### src/rtl/drink_pkg.sv
// Shared encodings for the two-front drink controller: coin codes and FSM states.
package drink_pkg;

   localparam logic [1:0] COIN_NONE   = 2'd0;
   localparam logic [1:0] COIN_5      = 2'd1;
   localparam logic [1:0] COIN_10     = 2'd2;
   localparam logic [1:0] COIN_CANCEL = 2'd3;

   localparam int unsigned CREDIT_W = 3;
   localparam int unsigned BACK_W   = 2;

   typedef enum logic [1:0] {
      FRONT_COLLECT = 2'd0,
      FRONT_WAIT    = 2'd1,
      FRONT_SERVE   = 2'd2
   } front_state_e;

   typedef enum logic {
      ARB_IDLE = 1'b0,
      ARB_BUSY = 1'b1
   } arb_state_e;

endpackage

### src/rtl/drink_front.sv
// One vending front: collects coins into a token credit, requests the shared
// dispenser at PRICE, and issues drink plus change when its dispense completes.
module drink_front
   import drink_pkg::*;
#(
   parameter int unsigned PRICE = 4
) (
   input  logic                clk,
   input  logic                reset_n,
   input  logic [1:0]          coin,
   input  logic                grant,
   input  logic                done,
   output logic                req,
   output logic                drink,
   output logic [BACK_W-1:0]   back
);

   front_state_e          state_q, state_d;
   logic [CREDIT_W-1:0]   credit_q, credit_d;
   logic                  req_q, req_d;
   logic                  drink_q, drink_d;
   logic [BACK_W-1:0]     back_q, back_d;

   // Coins only count in COLLECT; WAIT and SERVE ignore them, cancel included.
   always_comb begin
      state_d  = state_q;
      credit_d = credit_q;
      drink_d  = 1'b0;
      back_d   = '0;
      case (state_q)
         FRONT_COLLECT: begin
            case (coin)
               COIN_5, COIN_10: begin
                  credit_d = credit_q + CREDIT_W'(coin);
                  if (credit_d >= CREDIT_W'(PRICE)) state_d = FRONT_WAIT;
               end
               COIN_CANCEL: begin
                  back_d   = BACK_W'(credit_q);
                  credit_d = '0;
               end
               default: ;
            endcase
         end
         FRONT_WAIT: begin
            if (grant) state_d = FRONT_SERVE;
         end
         FRONT_SERVE: begin
            if (done) begin
               drink_d  = 1'b1;
               back_d   = BACK_W'(credit_q - CREDIT_W'(PRICE));
               credit_d = '0;
               state_d  = FRONT_COLLECT;
            end
         end
         default: state_d = FRONT_COLLECT;
      endcase
      req_d = (state_d == FRONT_WAIT);
   end

   always_ff @(posedge clk or negedge reset_n) begin
      if (!reset_n) begin
         state_q  <= FRONT_COLLECT;
         credit_q <= '0;
         req_q    <= 1'b0;
         drink_q  <= 1'b0;
         back_q   <= '0;
      end else begin
         state_q  <= state_d;
         credit_q <= credit_d;
         req_q    <= req_d;
         drink_q  <= drink_d;
         back_q   <= back_d;
      end
   end

   assign req   = req_q;
   assign drink = drink_q;
   assign back  = back_q;

endmodule

### src/rtl/drink_share_ctrl.sv
// Two vending fronts sharing one dispenser: round-robin grant, start/done
// sequencing of the dispenser, and a wrapping count of drinks sold.
module drink_share_ctrl
   import drink_pkg::*;
#(
   parameter int unsigned PRICE = 4,
   parameter int unsigned CNT_W = 8
) (
   input  logic              clk,
   input  logic              reset_n,
   input  logic [1:0]        coin_a,
   input  logic [1:0]        coin_b,
   input  logic              disp_done,
   output logic              disp_start,
   output logic              disp_sel,
   output logic              busy,
   output logic              drink_a,
   output logic [1:0]        back_a,
   output logic              drink_b,
   output logic [1:0]        back_b,
   output logic [CNT_W-1:0]  sold_cnt
);

   arb_state_e        state_q, state_d;
   logic              ptr_q, ptr_d;
   logic              sel_q, sel_d;
   logic              start_q, start_d;
   logic              busy_q, busy_d;
   logic [CNT_W-1:0]  sold_q, sold_d;

   logic req_a, req_b;
   logic win_b_c, grant_a_c, grant_b_c, done_a_c, done_b_c;

   // ptr_q = 0 favours A on a tie; the winner always hands priority to the other front.
   always_comb begin
      win_b_c   = req_b & (~req_a | ptr_q);
      grant_a_c = (state_q == ARB_IDLE) & req_a & ~win_b_c;
      grant_b_c = (state_q == ARB_IDLE) & win_b_c;
      done_a_c  = disp_done & (state_q == ARB_BUSY) & ~sel_q;
      done_b_c  = disp_done & (state_q == ARB_BUSY) & sel_q;
   end

   always_comb begin
      state_d = state_q;
      ptr_d   = ptr_q;
      sel_d   = sel_q;
      start_d = 1'b0;
      busy_d  = busy_q;
      sold_d  = sold_q;
      case (state_q)
         ARB_IDLE: begin
            if (req_a | req_b) begin
               start_d = 1'b1;
               sel_d   = win_b_c;
               busy_d  = 1'b1;
               ptr_d   = ~win_b_c;
               state_d = ARB_BUSY;
            end
         end
         ARB_BUSY: begin
            if (disp_done) begin
               busy_d  = 1'b0;
               sold_d  = sold_q + CNT_W'(1);
               state_d = ARB_IDLE;
            end
         end
         default: state_d = ARB_IDLE;
      endcase
   end

   always_ff @(posedge clk or negedge reset_n) begin
      if (!reset_n) begin
         state_q <= ARB_IDLE;
         ptr_q   <= 1'b0;
         sel_q   <= 1'b0;
         start_q <= 1'b0;
         busy_q  <= 1'b0;
         sold_q  <= '0;
      end else begin
         state_q <= state_d;
         ptr_q   <= ptr_d;
         sel_q   <= sel_d;
         start_q <= start_d;
         busy_q  <= busy_d;
         sold_q  <= sold_d;
      end
   end

   drink_front #(.PRICE(PRICE)) u_front_a (
      .clk     (clk),
      .reset_n (reset_n),
      .coin    (coin_a),
      .grant   (grant_a_c),
      .done    (done_a_c),
      .req     (req_a),
      .drink   (drink_a),
      .back    (back_a)
   );

   drink_front #(.PRICE(PRICE)) u_front_b (
      .clk     (clk),
      .reset_n (reset_n),
      .coin    (coin_b),
      .grant   (grant_b_c),
      .done    (done_b_c),
      .req     (req_b),
      .drink   (drink_b),
      .back    (back_b)
   );

   assign disp_start = start_q;
   assign disp_sel   = sel_q;
   assign busy       = busy_q;
   assign sold_cnt   = sold_q;

endmodule

### config.mk
export PLATFORM = sky130hd
export DESIGN_NAME = drink_share_ctrl
export DESIGN_NICKNAME = d
export VERILOG_FILES = /design/src/rtl/drink_pkg.sv /design/src/rtl/drink_front.sv /design/src/rtl/drink_share_ctrl.sv
export SDC_FILE = /design/constraint.sdc
export NUM_CORES = 1
export LEC_CHECK = 0
export CAP_MARGIN = 30
export CORE_MARGIN = 2
export CORE_UTILIZATION = 55
export CTS_BUF_LIST = sky130_fd_sc_hd__clkbuf_16
export DETAILED_ROUTE_END_ITERATION = 16
export DONT_BUFFER_PORTS = 1
export PLACE_DENSITY = 0.8
export SYNTH_ARGS = -nofsm -noshare
export SYNTH_HDL_FRONTEND = slang
export SYNTH_HIERARCHICAL = 1
export SYNTH_SLANG_ARGS = --single-unit
export TNS_END_PERCENT = 5
### constraint.sdc
create_clock -name clk -period 1.81 [get_ports clk]
set_input_delay 0.181 -clock clk [delete_from_list [all_inputs] [get_ports clk]]
set_output_delay 0.181 -clock clk [all_outputs]
set_load 0.02 [all_outputs]
After elaboration in Yosys (flattened, before gate mapping)
Index checks and enable logic that the tools add are counted.

storage, ports and cells
  output and inout bits = 17
  input port bits = 7
  register bits after elaboration = 31
  logic and storage cells = 98

cells by class
  reduce and logical (&&, ||, !) cells = 11
  multiplexer cells = 33
  equal/unequal tests = 18
  magnitude comparators = 2
  $add $sub $neg = 5
  bitwise gates (word level) = 13

operators by type and width
  kind                                                   number
  two-way mux 2 bit                                      12
  one-hot mux 3 bit (2 select lines)                     4
  == test 2 x 1 -> 1 bit, second input constant          6
  == test 2 bit, second input constant                   6
  one-hot mux 2 bit (3 select lines)                     2
  two-way mux 1 bit                                      9
  adder 8 x 1 -> 8 bit, second input constant            1
  one-hot mux 2 bit (2 select lines)                     2
  bitwise AND 1 bit                                      7
  adder 3 x 2 -> 3 bit                                   2
  >= comparator 3 bit, second input constant             2
  two-way mux 3 bit                                      2
  inequality test 2 bit, second input constant           3
  inequality test 3 bit, second input constant           2
  AND reduction 2 bit                                    3
  AND reduction 3 bit                                    2
  logical NOT 2 bit                                      2
  NOT 1 bit                                              4
  one-hot mux 1 bit (2 select lines)                     2
  nonzero test 2 bit                                     2
  OR reduction 2 bit                                     2
  subtractor 2 x 1 -> 2 bit, second input constant       2
  inequality test 2 x 1 -> 1 bit, second input constant  1
  OR 1 bit                                               2

Logic depth before layout (Yosys ltp)
Gate-level depths: netlist (run 1).

  depth in word-level cells = 8
  depth in mapped cells = 6
  depth with buffers taken out = 6

Hierarchy
Netlist (run 1), hierarchy kept.

by module, submodules not included
  module            cells each  area each (µm²)  times used  sequential area each (µm²)
  drink_front       42          493.0            2           225.2
  drink_share_ctrl  48          563.0            1           325.3

Least setup slack after synthesis (run 1)
Ideal clock, no wire load.

  path kind = register to register
  from = register u_front_a.credit_q[0]
  to = register u_front_a.credit_q[2]
  library setup time = 101 ps
  arrival time = 1384 ps
  required time = 1709 ps
  path buffers = 0
  clock period less this slack = 1484 ps
  setup slack = 326 ps
  stages on the path, launching flop included = 7
  path through = dfrtp_1 -> ha_1 -> inv_1 -> fa_1 -> nor3_1 -> a32oi_1 -> o32ai_1

between the ends
  word-level cells in the longest chain between the ends = 3

ends and longest elaborated chain
  item                                RTL line           source
  start: declaration                  drink_front.sv:19  logic [CREDIT_W-1:0] credit_q, credit_d;
  start signal: assignment            drink_front.sv:69  credit_q <= credit_d;
  adder 3 x 2 -> 3 bit                drink_front.sv:34  credit_d = credit_q + CREDIT_W'(coin);
  one-hot mux 3 bit (2 select lines)  drink_front.sv:32  case (coin)
  one-hot mux 3 bit (2 select lines)  drink_front.sv:30  case (state_q)

No other way between the ends.
A chain may end at the register's enable or synchronous reset.

Worst setup path after layout (run 1)
Ends and elaborated chain as after synthesis.

==> metrics.yaml, run 1 <==
skew_ps: 3.658
crit_type: "register to register"
synth_top_area_share_pct: 50.08
seq_area_frac_synth_pct: 50.08
drc: 0
reg2reg_from: "u_front_a/credit_q[0]"
fin_crit_sh_pct: 91.06
initial_utilization_pct: 57.16
critical-path-top-delay-family: "adder cells"
drtIter0Drc: 49
crit_end: "u_front_a/credit_q[2]"
hold_viol: 0
die_area_sq_um: 3257
yosysTopAreaCell: "dfrtp_1"
multi_input_area_sq_um: 703.2
fin_cells: 172
ir_worst_vdd_mv: 1.296
synth-main-ff-cell: "dfrtp_1"
layout-drive-gt1-share_pct: 16.31
routed_wl_mm: 2.514
dp_hpwl_mm: 1.756
ys_ff_latch: 31
grt_pass1_wl_mm: 4.340
final.min_clock_period_ps: 1648
p_comb_share_pct: 30.3
worstPathArrival_ps: 1810
cpPeakStageDelay_ps: 440
layout_common_cells: "31 x dfrtp_1, 18 x inv_1, 7 x nor3_1, 7 x ha_1, 6 x nand2_1"
max-slew-margin-rel_pct: 67.63
drt-wirelength-per-cell_microns: 14.62
holdWs_ps: 8.361
place_inst: 162
p_clk_share_pct: 24.2
cts.sinks: 31
slowest_stage: "fa_1"
syn_to_final_growth_pct: 13.17
critPathBufInv: 1
r2r_slack_ps: 160
cp_max_fo: 3
cp.required_ps: 1970
pwr-share-seq_pct: 45.6
seqCellArea_sq_um: 775.7
portBuffers: 0
path_depth: 6
ctsLongestPathBuffers: 2
fin_nets: 156
swShare_pct: 36.40
grt_max_degree: 32
ys_types: 31
grt_pass1_vias: 1029
tightest_slew_ps: 480.5
syn_area_sq_um: 1549
cts_made_buffers: 5
fp.coreArea_sq_um: 2710
regToRegEndpoint: "u_front_a/credit_q[2]"
maxCapViolations: 0
die_h_microns: 57.07
cp-start-kind: "register"
postSynthCellCount: 132
ys_async_sr_fraction_pct: 100.0
num_io_pins: 24
rsz0062_at_grt: "false"
synth_area_leaders: "dfrtp_1 50%, ha_1 5.7%, inv_1 3.9%, mux2_4 3.9%, xor2_1 2.8%"
via_per_inst: 5.564
final.setup.tns_ps: 0
internal_power_mw: 1.976
final_common_cell: "dfrtp_1"
critPathLaunch: "u_front_a/credit_q[0]"
status: "complete, no violations"
clk-insertion-delay-late_ps: 270
row_count: 19
antenna_found_initial: 0
total_power_mw: 3.107
globalRouteTotalUtil_pct: 17.45
avgSynthCellArea_sq_um: 11.73
ff2ff_path_depth: 6
die_w_microns: 57.07
n_fill_cell: 203
crit_chain: "ha_1 > inv_1 > fa_1 > nor3_2 > a32oi_1 > o32ai_1"
leakagePower_nw: 0.8351
max_freq_ghz: 0.6068
drv_slew: 0
overflow: 0
fin_area_sq_um: 1753
switchingPower_mw: 1.131
insertedDiodeCount: 0
antenna_left: 0
setup_violations: 0
num_vias: 957
cts_root_buffer: "clkbuf_16"
p_per_area_nw_per_um2: 1772
gp_congestion: 0.7801
clk_pin_slew_ps: 50
synth_edf_count: 0
cts_tree: "built"
dpl-instance-area_sq_um: 1573
synthesis.nets: 148
endpoint_kind: "register"
yosysWarnings: 6
htreeDepth: 2
drt_pass1_iterations: 4
hp-class: "input pin to register"
layout make-up:
cell class                      count  area share (%)
Clock inverter                      3          0.7138
Sequential cell                    31           44.25
Timing Repair Buffer                3           2.141
Multi-Input combinational cell     83           40.11
Clock buffer                        5           7.138
Tap cell                           31           2.213
Inverter                           16           3.426
synth_stat cells, types with 2 or more instances:
library cell,count
nand3b_1,4
mux2i_1,2
nor3b_1,4
nand2b_1,4
inv_1,16
a32oi_1,2
dfrtp_1,31
mux2_4,4
ha_1,7
o32ai_1,2
fa_1,2
nor3_1,8
nand2_1,6
and3b_4,2
or2b_1,2
nand2b_4,2
buf_6,2
o21ai_0,4
xnor2_1,4
xor2_1,5
a21oi_1,5
nor2_1,5
routing by layer:
metal  global-route usage, %  wire length [microns]  vias to the layer above
li1                        -                      -                      457
met1                   18.75                   1034                      470
met2                   29.89                   1301                       24
met3                   7.937                    134                        6
met4                   6.977                     44                        0
met5                       0                      0                        -
worst min-delay path by stage:
stage / startpoint / endpoint / cells past startpoint
6_report: disp_done / state_q / 1
5_1_grt: disp_done / state_q / 1
4_1_cts: disp_done / state_q / 1
3_5_place_dp: reset_n / u_front_a/credit_q[0] / 0
3_3_place_gp: reset_n / u_front_a/credit_q[1] / 0
2_1_floorplan: reset_n / busy / 0
power by group through the flow:
stage / combinational [mW] / sequential, mW / clock (mW)
global route: 1.05 / 1.46 / 0.804
global placement: 0.848 / 1.40 / 0
finish: 0.940 / 1.42 / 0.751
CTS: 0.930 / 1.41 / 0.769
floorplan: 0.822 / 1.32 / 0
detailed placement: 0.901 / 1.41 / 0
flip-flops by register name (all words and copies together) (netlist names), 2 cells and up:
name,count
u_front_a/credit_q,3
u_front_b/credit_q,3
u_front_b/back,2
u_front_b/state_q,2
u_front_a/state_q,2
u_front_a/back,2
sold_cnt,8
worst register-to-register path: stages, from the launching register on:
cell     delay (ps)
dfrtp_1         360
ha_1            160
inv_1            50
fa_1            440
nor3_2          190
a32oi_1         120
o32ai_1         230
stage by stage:
step | util (%) | setup WS, ps
after floorplan | - | 325.7
after global placement | 58.03 | 235.6
after detailed placement | 58.03 | 143.2
after CTS | 64.22 | 113.6
after global routing | 64.68 | 32.22
final | 64.68 | 161.9
timing repair:
item / 4_1_cts / 5_1_grt
endpoints found under the hold margin: 31 / 0
hold buffers: 2 / 0
gates resized for setup: 0 / 2
buffers inserted: 0 / 0
setup endpoints to repair: 0 / 2
cells by family after synthesis:
logic type / share of synthesized area, %
buffers and inverters: 5.331
AOI/OAI and AO/OA: 6.786
DFF: 50.08
muxes: 5.897
adders and majority gates: 8.239
and+or+nand+nor: 18.58
xor gates and xnor gates: 5.088
Note: power is estimated with default switching activity, not from simulation.
==> run 2: changes to the inputs <==
--- a/config.mk
+++ b/config.mk
@@ -7,11 +7,11 @@
 export LEC_CHECK = 0
 export CAP_MARGIN = 30
 export CORE_MARGIN = 2
-export CORE_UTILIZATION = 55
+export CORE_UTILIZATION = 45
 export CTS_BUF_LIST = sky130_fd_sc_hd__clkbuf_16
 export DETAILED_ROUTE_END_ITERATION = 16
 export DONT_BUFFER_PORTS = 1
-export PLACE_DENSITY = 0.8
+export PLACE_DENSITY = 0.7
 export SYNTH_ARGS = -nofsm -noshare
 export SYNTH_HDL_FRONTEND = slang
 export SYNTH_HIERARCHICAL = 1
==> metrics.yaml, run 2 (synthesized netlist as in run 1, its figures left out) <==
drtIter0Drc: 58  # was 49
globalRouteTotalUtil_pct: 15.40  # was 17.45%
num_io_pins: 24  # unchanged
final.setup.tns_ps: 0  # unchanged
die_area_sq_um: 3928  # was 3257 sq um
place_inst: 177  # was 162
hold_depth: 1  # unchanged
antenna_found_initial: 0  # unchanged
fp.coreArea_sq_um: 3311  # was 2710 sq um
insertedDiodeCount: 0  # unchanged
fin_crit_sh_pct: 91.39  # was 91.06%
crit_chain: "ha_1 > inv_1 > fa_1 > nor3_2 > a32oi_1 > o32ai_1"  # unchanged
final.min_clock_period_ps: 1654  # was 1648 ps
cp.required_ps: 1970  # about the same
fin_cells: 187  # was 172
p_per_area_nw_per_um2: 1771  # was 1772 nW/um^2
initial_utilization_pct: 46.79  # was 57.16%
critPathBufInv: 1  # unchanged
drt-wirelength-per-cell_microns: 14.52  # was 14.62 microns
fin_area_sq_um: 1772  # was 1753 sq um
n_fill_cell: 295  # was 203
max-slew-margin-rel_pct: 61.47  # was 67.63%
multi_input_area_sq_um: 703.2  # unchanged
slowest_stage: "fa_1"  # unchanged
hold_viol: 0  # unchanged
cp-start-kind: "register"  # unchanged
drt_pass1_iterations: 4  # unchanged
cp_max_fo: 3  # unchanged
leakagePower_nw: 0.8351  # about the same
drc: 0  # unchanged
portBuffers: 0  # unchanged
hp-class: "input pin to register"  # unchanged
setup_violations: 0  # unchanged
crit_type: "register to register"  # unchanged
via_per_inst: 5.225  # was 5.564
gp_congestion: 0.8830  # was 0.7801
syn_to_final_growth_pct: 14.38  # was 13.17%
rsz0062_at_grt: "false"  # unchanged
final_common_cell: "dfrtp_1"  # unchanged
cts_setup_buffers: 0  # unchanged
layout_common_cells: "31 x dfrtp_1, 18 x inv_1, 7 x nor3_1, 7 x ha_1, 6 x nand2_1"  # unchanged
endpoint_kind: "register"  # unchanged
cts.sinks: 31  # unchanged
num_vias: 977  # was 957
cts_made_buffers: 5  # unchanged
die_w_microns: 62.67  # was 57.07 microns
antenna_left: 0  # unchanged
status: "complete, no violations"  # unchanged
total_power_mw: 3.137  # was 3.107 mW
overflow: 0  # unchanged
seqCellArea_sq_um: 775.7  # unchanged
worstPathArrival_ps: 1820  # was 1810 ps
critical-path-top-delay-family: "adder cells"  # unchanged
largest_register_ffs: 8  # unchanged
dp_hpwl_mm: 1.883  # was 1.756 mm
dpl-instance-area_sq_um: 1592  # was 1573 sq um
drv_slew: 0  # unchanged
cts_root_buffer: "clkbuf_16"  # unchanged
ir_worst_vdd_mv: 0.4636  # was 1.296 mV
grt_max_degree: 32  # unchanged
grt_pass1_vias: 1046  # was 1,029
layout-drive-gt1-share_pct: 16.31  # unchanged
die_h_microns: 62.67  # was 57.07 microns
ff2ff_path_depth: 6  # unchanged
clk-insertion-delay-late_ps: 270  # about the same
row_count: 21  # was 19
skew_ps: 3.275  # was 3.658 ps
clk_pin_slew_ps: 50  # about the same
grt_pass1_wl_mm: 4.678  # was 4.340 mm
cts_tree: "built"  # unchanged
htreeDepth: 2  # unchanged
maxCapViolations: 0  # unchanged
ctsLongestPathBuffers: 2  # unchanged
path_depth: 6  # unchanged
routed_wl_mm: 2.715  # was 2.514 mm
max_freq_ghz: 0.6045  # was 0.6068 GHz
fin_nets: 156  # unchanged
cpPeakStageDelay_ps: 430  # was 440 ps
tightest_slew_ps: 571.9  # was 480.5 ps
## run 2: cell counts in the layout (fill, tap and decap cells not counted)
Identical to the previous run, type by type.
## run 2: report_power, final
part           switching, mW  internal, mW
registers              0.465         0.959
logic                  0.437         0.526
clock network          0.256         0.494
## run 2: stage by stage
step	utilization [%]	hold WS, ps	setup slack (ps)
after detailed placement	48.07	-113.9	98.19
final	53.51	10.68	155.8
after global routing	53.51	4.020	10.98
after global placement	48.07	-113.8	229.7
after CTS	53.14	3.842	95.53
after floorplan	-	-114.6	325.7
## run 2: cell type report
class / instances / area share [%]
clock buffer: 5 / 7.062
clock inverter: 3 / 0.7062
inverter: 16 / 3.390
multi-input combinational: 83 / 39.69
sequential: 31 / 43.79
tap: 46 / 3.249
timing repair buffer: 3 / 2.119
## run 2: worst paths after layout
check	from	endpoint	slack, ps
max in group asynchronous	reset_n	u_front_a/credit_q[2]	1290
hold reg to reg	u_front_b/credit_q[1]	u_front_b/credit_q[1]	520
setup / recovery	u_front_b/credit_q[0]	u_front_b/credit_q[2]	160
min in group asynchronous	reset_n	u_front_a/back[1]	360
hold / removal	disp_done	state_q	10
setup reg to reg	u_front_b/credit_q[0]	u_front_b/credit_q[2]	160
## run 2: what timing repair did
action / in CTS / in global routing
endpoints found under the hold margin: 31 / 0
hold buffers: 2 / 0
endpoints found under the setup margin: 0 / 2
gates resized for setup: 0 / 2
## run 2: metal layers
layer / wire [microns] / global-route usage [%]
met5: 0 / 0
met4: 34 / 6.667
met3: 89 / 6.306
met2: 1428 / 25.54
met1: 1163 / 17.47
==> run 3: changes to the inputs <==
--- a/config.mk
+++ b/config.mk
@@ -6,6 +6,7 @@
 export NUM_CORES = 1
 export LEC_CHECK = 0
 export CAP_MARGIN = 30
+export CORE_ASPECT_RATIO = 0.6
 export CORE_MARGIN = 2
 export CORE_UTILIZATION = 45
 export CTS_BUF_LIST = sky130_fd_sc_hd__clkbuf_16
==> metrics.yaml, run 3 (synthesized netlist as in run 1, its figures left out) <==
endpoint_kind: "register"  # unchanged
row_count: 16  # was 21
final_common_cell: "dfrtp_1"  # unchanged
dp_hpwl_mm: 1.878  # was 1.883 mm
fin_cells: 186  # was 187
setup_violations: 0  # unchanged
globalRouteTotalUtil_pct: 16.24  # was 15.40%
status: "complete, no violations"  # unchanged
drt-wirelength-per-cell_microns: 14.13  # was 14.52 microns
layout-drive-gt1-share_pct: 15.60  # was 16.31%
htreeDepth: 2  # unchanged
cts_made_buffers: 5  # unchanged
clk_pin_slew_ps: 50  # about the same
place_ws_ps: 186.9  # was 98.19 ps
p_per_area_nw_per_um2: 1758  # was 1771 nW/um^2
die_area_sq_um: 3943  # was 3928 sq um
tightest_slew_ps: 593.2  # was 571.9 ps
largest_register_ffs: 8  # unchanged
total_power_mw: 3.104  # was 3.137 mW
ctsLongestPathBuffers: 2  # unchanged
antenna_left: 0  # unchanged
fin_area_sq_um: 1765  # was 1772 sq um
fin_util_pct: 53.77  # was 53.51%
final.min_clock_period_ps: 1653  # was 1654 ps
grt_pass1_vias: 995  # was 1,046
final.setup.tns_ps: 0  # unchanged
cp_max_fo: 3  # unchanged
maxCapViolations: 0  # unchanged
layout_common_cells: "31 x dfrtp_1, 18 x inv_1, 8 x nor3_1"  # was 31 x dfrtp_1, 18 x inv_1, 7 x nor3_1, 7 x ha_1, 6 x nand2_1
routed_wl_mm: 2.628  # was 2.715 mm
drtIter0Drc: 49  # was 58
worstPathArrival_ps: 1830  # was 1820 ps
max_freq_ghz: 0.6049  # was 0.6045 GHz
cts.sinks: 31  # unchanged
overflow: 0  # unchanged
hold_viol: 0  # unchanged
skew_ps: 5.507  # was 3.275 ps
max-slew-margin-rel_pct: 60.04  # was 61.47%
cts_setup_buffers: 0  # unchanged
grt_max_degree: 32  # unchanged
insertedDiodeCount: 0  # unchanged
portBuffers: 0  # unchanged
grt_pass1_wl_mm: 4.636  # was 4.678 mm
cp-start-kind: "register"  # unchanged
leakagePower_nw: 0.8339  # was 0.8351 nW
die_w_microns: 79.74  # was 62.67 microns
hp-class: "input pin to register"  # unchanged
fin_nets: 156  # unchanged
drt_pass1_iterations: 4  # unchanged
cts_tree: "built"  # unchanged
fin_crit_sh_pct: 91.33  # was 91.39%
die_h_microns: 49.45  # was 62.67 microns
ir_worst_vdd_mv: 0.6637  # was 0.4636 mV
rsz0062_at_grt: "false"  # unchanged
multi_input_area_sq_um: 698.2  # was 703.2 sq um
holdWs_ps: 25.23  # was 10.68 ps
seqCellArea_sq_um: 775.7  # unchanged
finalWorstSetupSlack_ps: 156.9  # was 155.8 ps
antenna_found_initial: 0  # unchanged
dpl-instance-area_sq_um: 1590  # was 1592 sq um
syn_to_final_growth_pct: 13.97  # was 14.38%
fp.coreArea_sq_um: 3283  # was 3311 sq um
n_fill_cell: 290  # was 295
initial_utilization_pct: 47.18  # was 46.79%
drc: 0  # unchanged
gp_congestion: 0.8696  # was 0.8830
num_vias: 954  # was 977
drv_slew: 0  # unchanged
num_io_pins: 24  # unchanged
clk-insertion-delay-late_ps: 270  # about the same
via_per_inst: 5.129  # was 5.225
cts_root_buffer: "clkbuf_16"  # unchanged
cp.required_ps: 1990  # was 1970 ps
place_inst: 176  # was 177
crit_type: "register to register"  # unchanged
run 3: cell counts in the layout (fill, tap and decap cells not counted):
Identical to the previous run, type by type.
run 3: path summary, 6_finish.rpt:
check                                 startpoint  slack, ps                     to  depth (start not counted)
max                        u_front_b/credit_q[0]        160  u_front_b/credit_q[2]                          6
min reg2reg                u_front_b/credit_q[1]        520  u_front_b/credit_q[1]                          1
min                                    disp_done         30                state_q                          1
min in group asynchronous                reset_n        350                state_q                          2
max in group asynchronous                reset_n       1300            sold_cnt[5]                          2
max reg2reg                u_front_b/credit_q[0]        160  u_front_b/credit_q[2]                          6
run 3: routing by layer:
layer | track usage, % | vias up | wire length [microns]
li1 | - | 462 | -
met1 | 21.31 | 446 | 1241
met2 | 21.85 | 34 | 1087
met3 | 7.037 | 12 | 206
met4 | 10.17 | 0 | 93
met5 | 0 | - | 0
run 3: power by group:
part           internal (mW)  switching [mW]  leakage [nW]  total [mW]
combinational          0.522           0.412         0.364       0.934
sequential             0.959           0.451         0.394        1.41
clock                  0.494           0.266        0.0762       0.759
total                   1.97            1.13         0.834        3.10
run 3: area by class of cell:
cell class                      count  share of cell area [%]
Sequential cell                    31                   43.94
Clock buffer                        5                   7.087
Multi-Input combinational cell     83                   39.55
Inverter                           16                   3.402
Clock inverter                      3                  0.7087
Timing Repair Buffer                3                   2.126
Tap cell                           45                   3.189
run 3: repair_timing:
action	4_1_cts	5_1_grt
setup endpoints to repair	0	1
hold endpoints to repair	31	0
hold buffers	2	0
resized for setup	0	1
run 3: worst max-delay path: stages (launching register included):
cell and delay [ps]:
dfrtp_1 370, ha_1 150, inv_1 40, fa_1 420, nor3_1 200, a32oi_1 130, o32ai_2 250
